===== src/rtl/label_accumulator_pkg.sv =====
// Shared sizing and FSM encoding for the label accumulator.
package label_accumulator_pkg;
  localparam int DEPTH         = 1024;
  localparam int LOG_DEPTH     = 10;
  localparam int WIDTH         = 16;
  localparam int DOUBLE_WIDTH  = 32;
  localparam int NUM_LABEL     = 8;
  localparam int LOG_NUM_LABEL = 3;

  typedef enum logic [2:0] {IDLE, CLEAR, RUN, DRAIN, DONE} state_t;
endpackage


===== src/rtl/valid_pipe.sv =====
// Delays the read enable by the memory read latency so it lines up with rdata.
module valid_pipe #(
  parameter int STAGES = 1
) (
  input  logic clk,
  input  logic rst,
  input  logic din,
  output logic dout
);
  logic [STAGES-1:0] vld_pipe;

  always_ff @(posedge clk or negedge rst) begin
    if (!rst) begin
      vld_pipe <= '0;
    end else begin
      vld_pipe[0] <= din;
      for (int i = 1; i < STAGES; i++) vld_pipe[i] <= vld_pipe[i-1];
    end
  end

  assign dout = vld_pipe[STAGES-1];
endmodule


===== src/rtl/label_accumulator.sv =====
// Sweeps the sample memory once per start and accumulates per-label sums and counts.
module label_accumulator
  import label_accumulator_pkg::*;
#(
  parameter int READ_LATENCY = 1
) (
  input  logic                     clk,
  input  logic                     rst,
  input  logic                     start,
  output logic                     addr_clr,
  output logic                     rd_en,
  input  logic [WIDTH-1:0]         rdata,
  input  logic [LOG_NUM_LABEL-1:0] rlabel,
  output logic                     busy,
  output logic                     done,
  input  logic [LOG_NUM_LABEL-1:0] sel_label,
  output logic [DOUBLE_WIDTH-1:0]  sum_out,
  output logic [LOG_DEPTH:0]       cnt_out
);
  state_t                                   state, nxt;
  logic [LOG_DEPTH:0]                       issue_cnt;
  logic [2:0]                               drain_cnt;
  logic                                     dvalid;
  logic [NUM_LABEL-1:0][DOUBLE_WIDTH-1:0]   sums;
  logic [NUM_LABEL-1:0][LOG_DEPTH:0]        cnts;

  always_ff @(posedge clk or negedge rst) begin
    if (!rst) state <= IDLE;
    else      state <= nxt;
  end

  always_comb begin
    nxt = state;
    case (state)
      IDLE:  if (start) nxt = CLEAR;
      CLEAR: nxt = RUN;
      RUN:   if (issue_cnt == (LOG_DEPTH+1)'(DEPTH-1)) nxt = DRAIN;
      DRAIN: if (drain_cnt == 3'(READ_LATENCY-1)) nxt = DONE;
      DONE:  nxt = IDLE;
      default: nxt = IDLE;
    endcase
  end

  always_comb begin
    addr_clr = 1'b0;
    rd_en    = 1'b0;
    busy     = 1'b0;
    done     = 1'b0;
    case (state)
      CLEAR: begin addr_clr = 1'b1; busy = 1'b1; end
      RUN:   begin rd_en    = 1'b1; busy = 1'b1; end
      DRAIN: busy = 1'b1;
      DONE:  done = 1'b1;
      default: ;
    endcase
  end

  // issue_cnt counts rd_en cycles; drain_cnt times the tail of in-flight reads
  always_ff @(posedge clk or negedge rst) begin
    if (!rst) begin
      issue_cnt <= '0;
      drain_cnt <= '0;
    end else begin
      case (state)
        CLEAR: issue_cnt <= '0;
        RUN: begin
          issue_cnt <= issue_cnt + (LOG_DEPTH+1)'(1);
          drain_cnt <= '0;
        end
        DRAIN: drain_cnt <= drain_cnt + 3'd1;
        default: ;
      endcase
    end
  end

  valid_pipe #(.STAGES(READ_LATENCY)) u_vpipe (
    .clk  (clk),
    .rst  (rst),
    .din  (rd_en),
    .dout (dvalid)
  );

  always_ff @(posedge clk or negedge rst) begin
    if (!rst) begin
      sums <= '0;
      cnts <= '0;
    end else if (state == CLEAR) begin
      sums <= '0;
      cnts <= '0;
    end else if (dvalid) begin
      sums[rlabel] <= sums[rlabel] + DOUBLE_WIDTH'(rdata);
      cnts[rlabel] <= cnts[rlabel] + (LOG_DEPTH+1)'(1);
    end
  end

  always_ff @(posedge clk or negedge rst) begin
    if (!rst) begin
      sum_out <= '0;
      cnt_out <= '0;
    end else begin
      sum_out <= sums[sel_label];
      cnt_out <= cnts[sel_label];
    end
  end
endmodule


===== config.mk =====
export PLATFORM = sky130hd
export DESIGN_NAME = label_accumulator
export DESIGN_NICKNAME = d
export VERILOG_FILES = /design/src/rtl/label_accumulator_pkg.sv /design/src/rtl/valid_pipe.sv /design/src/rtl/label_accumulator.sv
export SDC_FILE = /design/constraint.sdc
export NUM_CORES = 1
export LEC_CHECK = 0
export ABC_AREA = 1
export CAP_MARGIN = 20
export CORE_ASPECT_RATIO = 1.1
export CORE_MARGIN = 4
export CORE_UTILIZATION = 60
export CTS_CLUSTER_SIZE = 14
export DETAILED_ROUTE_END_ITERATION = 6
export MAX_ROUTING_LAYER = met4
export PLACE_DENSITY = 0.81
export SYNTH_ARGS = -nofsm -noshare
export SYNTH_HDL_FRONTEND = slang
export SYNTH_HIERARCHICAL = 1
export SYNTH_SLANG_ARGS = --single-unit

===== constraint.sdc =====
create_clock -name clk -period 3.6 [get_ports clk]
set_clock_uncertainty 0.15 [all_clocks]
set_input_delay 0.72 -clock clk [delete_from_list [all_inputs] [get_ports clk]]
set_output_delay 0.72 -clock clk [all_outputs]
set_load 0.05 [all_outputs]

After elaboration in Yosys (flattened, before gate mapping)
Index checks and enable logic that the tools add are counted.
{ "word_totals": {"register_bits": 405, "inputBits": 25, "elab_cells": 73} }
{ "op_classes": {"eq_ne": 8, "addsub": 4, "n_reduce_logical": 8, "muxes": 28, "n_lt_le_gt_ge": 3} }
{ "op_table": {"columns": ["cell", "count"], "rows": [
  ["two-way mux 256 bit", 2],
  ["bitwise mux 256 bit", 1],
  ["binary-select mux 32 bit (select 3 bit)", 2],
  ["two-way mux 88 bit", 2],
  ["demux 32 bit (select 3 bit)", 1],
  ["two-way mux 32 bit", 3],
  ["bitwise mux 88 bit", 1],
  ["binary-select mux 11 bit (select 3 bit)", 2],
  ["demux 11 bit (select 3 bit)", 1],
  ["two-way mux 11 bit", 3],
  ["adder 32 x 16 -> 32 bit", 1],
  ["adder 11 x 1 -> 11 bit (second input constant)", 2],
  ["one-hot mux 11 bit (2 select lines)", 1],
  ["one-hot mux 3 bit (4 select lines)", 1],
  ["== test 11 x 10 -> 1 bit (second input constant)", 1],
  ["two-way mux 3 bit", 3],
  ["less-than comparator 3 x 4 -> 1 bit (second input constant)", 2],
  ["== test 3 x 2 -> 1 bit (second input constant)", 2],
  ["logical NOT 3 bit", 2],
  ["!= test 2 bit (second input constant)", 3],
  ["one-hot mux 3 bit (2 select lines)", 1],
  ["nonzero test 2 bit", 3],
  ["two-way mux 1 bit", 4],
  ["adder 3 x 1 -> 3 bit (second input constant)", 1],
  ["other kinds (6)", 6]
]} }

Depth between registers and ports, before layout
Gate-level depths: netlist of run 1.
{ "logic_depth": {"ltp_word": 7, "depth_mapped": 25, "ltp_nobuf": 24} }

By module
The synthesis of run 1 kept the hierarchy.
{ "modules_own_cells": {"columns": ["module", "instances", "area_each_um2", "cells_per_inst", "seq_area_each_um2"], "rows": [
  ["label_accumulator", 1, 21538.2, 2821, 10109.7],
  ["valid_pipe", 1, 25.0, 1, 25.0]
]} }

Least setup slack after synthesis of run 1
No wires, ideal clock.
{ "synth_timing": {"path_kind": "input to register", "start": "input port rlabel[0]", "end": "register sums[112] in the netlist's numbering", "stages": 15, "slack_ps": -192, "required_ps": 3304, "t_arrival_ps": 3496, "path_cell_list": "buf_4 buf_4 buf_4 nand2_1 clkbuf_1 o22ai_1 a221oi_1 o2111ai_1 ha_1 a21oi_1 o21a_1 nand3_1 a21oi_1 xor2_1 o22ai_1"} }
{ "synth_between": {"elab_chain_len": 7, "word_cells_on_any_way": 11} }
{ "synth_lines": {"columns": ["element", "line_no", "source"], "rows": [
  ["from (decl)", "label_accumulator.sv:13", "input logic [LOG_NUM_LABEL-1:0] rlabel,"],
  ["parallel branches: the longest is 4 deep, another holds adder 32 x 16 -> 32 bit", null, null],
  ["bitwise mux 256 bit (*)", "label_accumulator.sv:91", "sums[rlabel] <= sums[rlabel] + DOUBLE_WIDTH'(rdata);"],
  ["two-way mux 256 bit (*)", "label_accumulator.sv:90", "end else if (dvalid) begin"],
  ["two-way mux 256 bit (*)", "label_accumulator.sv:87", "end else if (state == CLEAR) begin"],
  ["to (signal, indexed assignment)", "label_accumulator.sv:91", null],
  ["to (decl)", "label_accumulator.sv:24", "logic [NUM_LABEL-1:0][DOUBLE_WIDTH-1:0] sums;"]
]} }
Mark *: on every way between the ends. The select of a mux whose other input is x is not followed.
A chain may end at the register's enable or synchronous reset.

Final worst setup path of run 1
{ "layout_timing": {"start": "input port rlabel[2]", "end": "register sums[62] in the netlist's numbering"} }
Same word-level chain as after synthesis.

==> results of run 1 <==
[layer usage]
metal | track usage (%) | up-vias | part of all wire (%)
met5 | - | - | 0
met4 | 25.1 | 0 | 7.6
li1 | - | 9824 | -
met3 | 8.96 | 516 | 13
met2 | 60.4 | 1860 | 45
met1 | 47.6 | 10683 | 35
[cell usage in the layout, fill, tap and decap left out, types with 5 or more instances in the layout]
| cell type | Yosys | final |
|---|---|---|
| nor2_2 | 3 | 13 |
| clkdlybuf4s50_1 | 0 | 64 |
| nand3_1 | 106 | 91 |
| a21oi_1 | 171 | 162 |
| nand2_2 | 12 | 41 |
| nand3b_1 | 9 | 9 |
| a221oi_1 | 39 | 26 |
| o2111ai_2 | 0 | 7 |
| a221oi_2 | 0 | 13 |
| o22ai_1 | 200 | 195 |
| xnor2_1 | 14 | 12 |
| o21ai_0 | 317 | 303 |
| inv_1 | 329 | 323 |
| buf_4 | 12 | 208 |
| a31oi_1 | 44 | 44 |
| dfrtp_1 | 405 | 405 |
| nand2_1 | 786 | 738 |
| o211ai_1 | 5 | 5 |
| nor2_4 | 6 | 8 |
| a21oi_2 | 0 | 8 |
| clkbuf_8 | 0 | 8 |
| buf_12 | 0 | 26 |
| o21ai_1 | 9 | 19 |
| clkbuf_16 | 0 | 46 |
| ha_1 | 20 | 9 |
| nand2_4 | 1 | 19 |
| buf_6 | 2 | 9 |
| nand4_1 | 11 | 11 |
| nor2_1 | 91 | 79 |
| clkinv_2 | 0 | 10 |
| inv_2 | 7 | 10 |
| nand3_2 | 4 | 15 |
| a22oi_1 | 19 | 17 |
| clkbuf_1 | 115 | 11 |
| ha_4 | 0 | 10 |
[area by class of cell]
type | instances | area, um2
clock inverters | 15 | 158
inverters | 337 | 1280
well taps | 481 | 602
clock buffers | 64 | 1280
multi-input cells | 1907 | 10200
flip-flops and latches | 405 | 10100
fillers | 2446 | 8760
repair buffers | 312 | 2900
[critical path: cells and delay by family]
family / cells / cell delay (ns)
compound gates: 2 / 0.21
fa+ha+maj: 1 / 0.36
buf+inv: 5 / 1.03
simple gates: 14 / 1.49
[logic make-up (layout without fill, tap and decap cells)]
group | Yosys count | count (layout) | synth area share, %
and+or+nand+nor | 1040 | 1040 | 19.7
AOI/OAI and AO/OA | 825 | 825 | 21.9
buffers and inverters | 510 | 728 | 9.26
DFF | 405 | 405 | 47.0
adders and majority gates | 21 | 21 | 1.25
xor gates and xnor gates | 20 | 20 | 0.882
muxes | 1 | 1 | 0.0464
[per-stage QoR]
step	hold slack (ns)	setup slack [ns]	cells	TNS, ns
floorplan	0.274	0.00748	2822	0
global placement	0.312	-1.01	3417	-190.16
detailed placement	0.315	-1.07	3417	-202.97
CTS	0.331	-0.00169	3512	-0.00215
global route	0.350	-0.0436	3521	-0.287
finish	0.330	0.0571	3521	0
[power by group]
| part | switching (mW) | internal (mW) | total, mW |
|---|---|---|---|
| combinational | 3.92 | 2.59 | 6.50 |
| sequential | 0.680 | 5.76 | 6.44 |
| clock | 1.87 | 2.68 | 4.54 |
[synth_stat cells, drive strengths merged (2+ instances only)]
cell type	number
nand2	799
buf	58
o2111ai	9
and2	2
nor3	5
nand3	110
xor2	6
a31oi	44
inv	336
clkbuf	115
nand4	13
o21ai	326
o22ai	200
o21bai	5
nand3b	9
dfrtp	405
o211ai	5
nor2	100
a22oi	20
xnor2	14
ha	20
a221oi	39
a21oi	171
[worst max-delay path by stage]
| stage | end | slack [ns] | cells after the start |
|---|---|---|---|
| 5_1_grt | sums[63] | -0.04 | 22 |
| 2_1_floorplan | sums[26] | 0.007 | 20 |
| 3_3_place_gp | sums[26] | -1.01 | 19 |
| 6_report | sums[62] | 0.06 | 22 |
| 4_1_cts | sums[157] | -0.002 | 24 |
| 3_5_place_dp | sums[109] | -1.07 | 17 |
[sequential cells by signal (all words and copies together), names as in the netlist]
| signal | flops |
|---|---|
| issue_cnt | 11 |
| cnt_out | 11 |
| sum_out | 32 |
| cnts | 88 |
| drain_cnt | 3 |
| state | 3 |
| u_vpipe/dout | 1 |
| sums | 256 |
[what timing repair did]
item / in CTS / in global routing
setup endpoints to repair: 216 / 202
gates resized for setup: 70 / 124
endpoints found under the hold margin: 16 / 0
setup buffers: 15 / 8
cloned: 0 / 1
hold buffers: 1 / 0
pin swaps: 33 / 61
==> results.toml, run 1 <==
[global_routing]
largest_net_degree_at_the_start_of_global_routing = 151
grt_antenna_before_repair = 0
globalRoute.totalOverflow = 0
grt_usage_pct = 39.4
grt_pass1_vias = 22086
first_pass_grt_wire_length_um = 118000

[cells_and_area]
num_antenna_cells = 0
design.final.nets = 3053
synthToLayoutAreaGrowth_pct = 23.1
cell_area_after_layout_mm2 = 0.0266
fin_util_pct = 75.2
layout-drive-gt1-share_pct = 16.2

[synthesis]
synth.yosys.seq_area_share_pct = 47.0
syn_inst = 2822
synth_edf_count = 0
yosysWarningCount = 6
postSynth.topFlopCell = "dfrtp_1"
yosys.area.top_type = "dfrtp_1"
synthesis.area_mm2 = 0.0216
ys_ff_latch = 405
synth_fp_nets = 2868
ys_top_cells_by_area = "dfrtp_1 47%, nand2_1 14%, o21ai_0 7.4%, o22ai_1 5.8%, inv_1 5.7%"
synth.top_cell.area_share_pct = 47.0
synthesis.area_per_instance_um2 = 7.64
synth.distinct_cells = 47
synth-async-reset-ratio_pct = 100

[timing]
final_min_period_over_clock_period_pct = 98.4
final-max-slew-violation-count = 0
fmax_ghz = 0.282
worstMarginPinSlew_ns = 1.06
hold_violations = 0
max_slew_margin_pct = 29.1
post-route-min-period_ns = 3.54
timing.final.setup_violations = 0

[detailed_routing]
drt-total-wl_um = 77800
drc = 1
drt-initial-drc-count = 3290
drt-wirelength-per-cell_um = 22.1
route.detailed.vias_per_inst = 6.50
drtPass1Iterations = 7
antenna_violating_nets_post_route = 0
vias = 22883

[floorplanning]
dieArea_mm2 = 0.0390
row_count = 72
fp.dieH_um = 207
start_util_pct = 61.1
design.core.area_mm2 = 0.0353
ios = 72
die_x_um = 189

[worst_hold_path]
worst_hold_path.endpoint = "sums[25]"
origin_of_the_worst_min_delay_path = "sums[25]"
timing.hold.worst_path_depth = 2
worst_hold_path_class = "reg -> reg"

[placement]
global_placement_routability_congestion = 1.01
place_hpwl_um = 46900
placed_area_mm2 = 0.0241
io_buffers = 71

[clock_network]
ctsLongestPathBuffers = 3
ctsRootBufferMaster = "clkbuf_16"
tritoncts = "yes"
clkLatencyLatePin_ns = 0.56
clock-sinks = 405
numCtsBuffers = 44
ctsHtreeMaxLevel = 2
path_clk_slew_ns = 0.06

[setup_path]
worst_setup_path_startpoint = "rlabel[2]"
crit_path_start_kind = "primary input"
path_class = "in -> reg"
reg2regPathDepth = 16
end_kind = "register"
r2r_end = "sums[25]"
setup.reg_to_reg.worst_slack_ns = 0.66
cp_data_required_time_ns = 3.90
arrival_ns = 3.84
crit_chain = "dlygate4sd2_1 -> buf_6 -> nor2_4 -> nand2_4 -> clkbuf_16 -> buf_4 -> o22ai_1 -> a21oi_1 -> nand3_1 -> ha_4 -> nand2_1 -> buf_4 -> nor2_2 -> nand3_2 -> nand2_4 -> nand3_4 -> nand2_4 -> nand2_1 -> nand2_2 -> nand2_4 -> nand2_1 -> nand2_1"
critPathMaxFanout = 8
critical_path.slowest_cell = "dlygate4sd2_1"
timing.critical_path.slowest_cell_delay_ns = 0.38
worstReg2RegStart = "sums[132]"

[flow_run]
max_cap_violations = 0

[power_and_ir_drop]
ir_worst_vdd_v = 0.000416
powerDensity_mw_per_mm2 = 658
power_mw = 17.5
leakage_nw = 12.6

[run_status]
violations = "design-rule violations"
status = "finished, violations left"
No activity file was read; power rests on OpenSTA's default activity.
==> run 2, diff against run 1 <==
CORE_UTILIZATION = 39   (was 60)
PLACE_DENSITY = 0.58   (was 0.81)
==> run 2 against run 1 <==
The flow now finishes without violations. Count of clock-buffer cells in the layout increased by 7. Non-clock buffer count increased by 18. Cell count grew 7.8%. Routed wire length grew 5.3%. Utilization down 26 points. First-iteration DRC count shrank 28%. Clock power up 7.5%.
==> results.toml, run 2 (synthesized netlist as in run 1, its figures left out) <==
[cells_and_area]
design.final.nets = 3074
seq_area_mm2 = 0.0101
reg_top3 = "sums x256, cnts x88, sum_out x32"
synthToLayoutAreaGrowth_pct = 24.1
largest-register = "sums"
layout.cells.most_common = "nand2_1"
num_antenna_cells = 0
number_of_flip_flops_in_the_largest_register = 256
layout-drive-gt1-share_pct = 14.7
multi_input_area_mm2 = 0.00982
commonest_cells_after_routing_fill_and_taps_aside = "763 x nand2_1, 405 x dfrtp_1, 325 x inv_1, 309 x o21ai_0, 229 x buf_4"
fillers = 5302
fin_util_pct = 48.8

[timing]
max_slew_margin_pct = 41.0
whs_ns = 0.0561
final-max-slew-violation-count = 0
fmax_ghz = 0.292
hold_violations = 0
setup_ws_ns = 0.177
post-route-min-period_ns = 3.42
worstMarginPinSlew_ns = 0.885
timing.final.setup_violations = 0
final_min_period_over_clock_period_pct = 95.1

[setup_path]
end_kind = "register"
crit_path_frequent_cell = "nand2_1"
critical_path.slowest_cell = "ha_1"
timing.critical_path.slowest_cell_delay_ns = 0.36
cp_data_required_time_ns = 3.92
worstPathBufferInverterCount = 5
arrival_ns = 3.74
crit_path_start_kind = "primary input"
crit_chain = "clkbuf_2 -> inv_2 -> nand2_4 -> nor2_4 -> inv_4 -> buf_4 -> o22ai_1 -> a221oi_1 -> o2111ai_1 -> ha_1 -> nand2_1 -> buf_4 -> nor4_1 -> nand2_1 -> nand2_2 -> nand3_1 -> nand2_2 -> nand2_1 -> nand2_1 -> nand2_2 -> nand2_1 -> nand2_1"
critPathMaxFanout = 8
path_class = "in -> reg"
cp.depth = 22
path_delay_family = "simple AND/OR/NAND/NOR gates"
reg2regPathDepth = 17

[detailed_routing]
vias = 21629
drtPass1Iterations = 7
route.detailed.vias_per_inst = 5.70
drc = 0
antenna_violating_nets_post_route = 0
drt-wirelength-per-cell_um = 21.6
drt-initial-drc-count = 2364
drt-total-wl_um = 82000

[flow_run]
max_cap_violations = 0

[global_routing]
grt_usage_pct = 28.0
largest_net_degree_at_the_start_of_global_routing = 122
first_pass_grt_wire_length_um = 124000
grt_pass1_vias = 21046
globalRoute.totalOverflow = 0
grt_antenna_before_repair = 1

[placement]
place_hpwl_um = 52000
io_buffers = 71
global_placement_routability_congestion = 0.959
place_worst_setup_slack_ns = -1.22

[clock_network]
clock-sinks = 405
ctsLongestPathBuffers = 3
path_clk_slew_ns = 0.06
clkLatencyLatePin_ns = 0.59
numCtsBuffers = 47
tritoncts = "yes"
ctsRootBufferMaster = "clkbuf_16"
ctsHtreeMaxLevel = 2

[floorplanning]
row_count = 90
dieArea_mm2 = 0.0591
start_util_pct = 39.3
ios = 72
die_x_um = 232
design.core.area_mm2 = 0.0548
fp.dieH_um = 255

[power_and_ir_drop]
powerDensity_mw_per_mm2 = 648
share_seq_of_total_power_pct = 36.8
switching_share_pct = 35.9
power_mw = 17.3
switchingPower_mw = 6.23
ir_worst_vdd_v = 0.000351
intPower_mw = 11.1
power_frac_clock_pct = 28.1
leakage_nw = 12.6
combinationalPowerShare_pct = 35.1

[worst_hold_path]
worst_hold_path_class = "in -> async"

[run_status]
status = "finished, final reports clean"
-- run 2: changes by cell type in the layout (fill, tap and decap cells not counted), sizes merged --
cell	previous run	this run
clkinv	12	10
dlymetal6s2s	1	0
buf	244	264
bufinv	3	2
dlygate4sd3	1	0
inv	337	336
dlygate4sd2	1	0
clkbuf	65	73
-- run 2: final timing paths --
check,start,endpoint,slack [ns]
worst max-delay path,rlabel[1],sums[31],0.18
worst min-delay path,rst,sums[232],0.06
worst max register to register,sums[169],sums[31],0.54
worst min register to register,issue_cnt[9],issue_cnt[9],0.32
max in group asynchronous,rst,sum_out[25],2.41
min in group clk,issue_cnt[9],issue_cnt[9],0.32
-- run 2: per-stage QoR --
step	setup TNS [ns]	std cells	cell area, um2
floorplan	0	2822	21600
global placement	-219.42	3703	24700
detailed placement	-233.68	3703	24700
CTS	0	3792	26600
global route	-0.00849	3797	26800
finish	0	3797	26800
-- run 2: worst reg2reg max path, delay by kind of cell, from the launching register on --
family | cells | cell delay (ns)
simple gates | 11 | 1.22
compound gates | 3 | 0.57
fa+ha+maj | 1 | 0.38
flops | 1 | 0.36
buf+inv | 2 | 0.26
-- run 2: power groups by stage --
| stage | sequential, mW | clock, mW | combinational [mW] |
|---|---|---|---|
| after floorplan | 6.58 | 0 | 3.21 |
| final | 6.39 | 4.88 | 6.08 |
| after detailed placement | 6.41 | 0 | 5.75 |
| after CTS | 6.36 | 4.95 | 5.91 |
| after global placement | 6.38 | 0 | 5.68 |
| after global routing | 6.50 | 5.13 | 6.64 |
-- run 2: cell type report --
type,count,share of cell area (%)
multi-input cells,1907,36.7
repair buffers,330,11.4
clock inverters,11,0.416
flip-flops and latches,405,37.9
inverters,337,4.76
well taps,736,3.44
clock buffers,71,5.42
-- run 2: repair_timing --
action	4_1_cts	5_1_grt
endpoints found under the setup margin	217	160
setup buffers	7	5
hold buffers	0	0
cloned	0	0
pin swaps	16	20
resized for setup	63	33
-- run 2: metal layers --
metal	global-route usage (%)	wire length (um)	vias to the layer above
met5	-	0	-
met4	12.0	3730	0
met3	4.80	6830	263
met2	44.1	37800	1087
met1	36.0	33600	10420
li1	-	-	9859
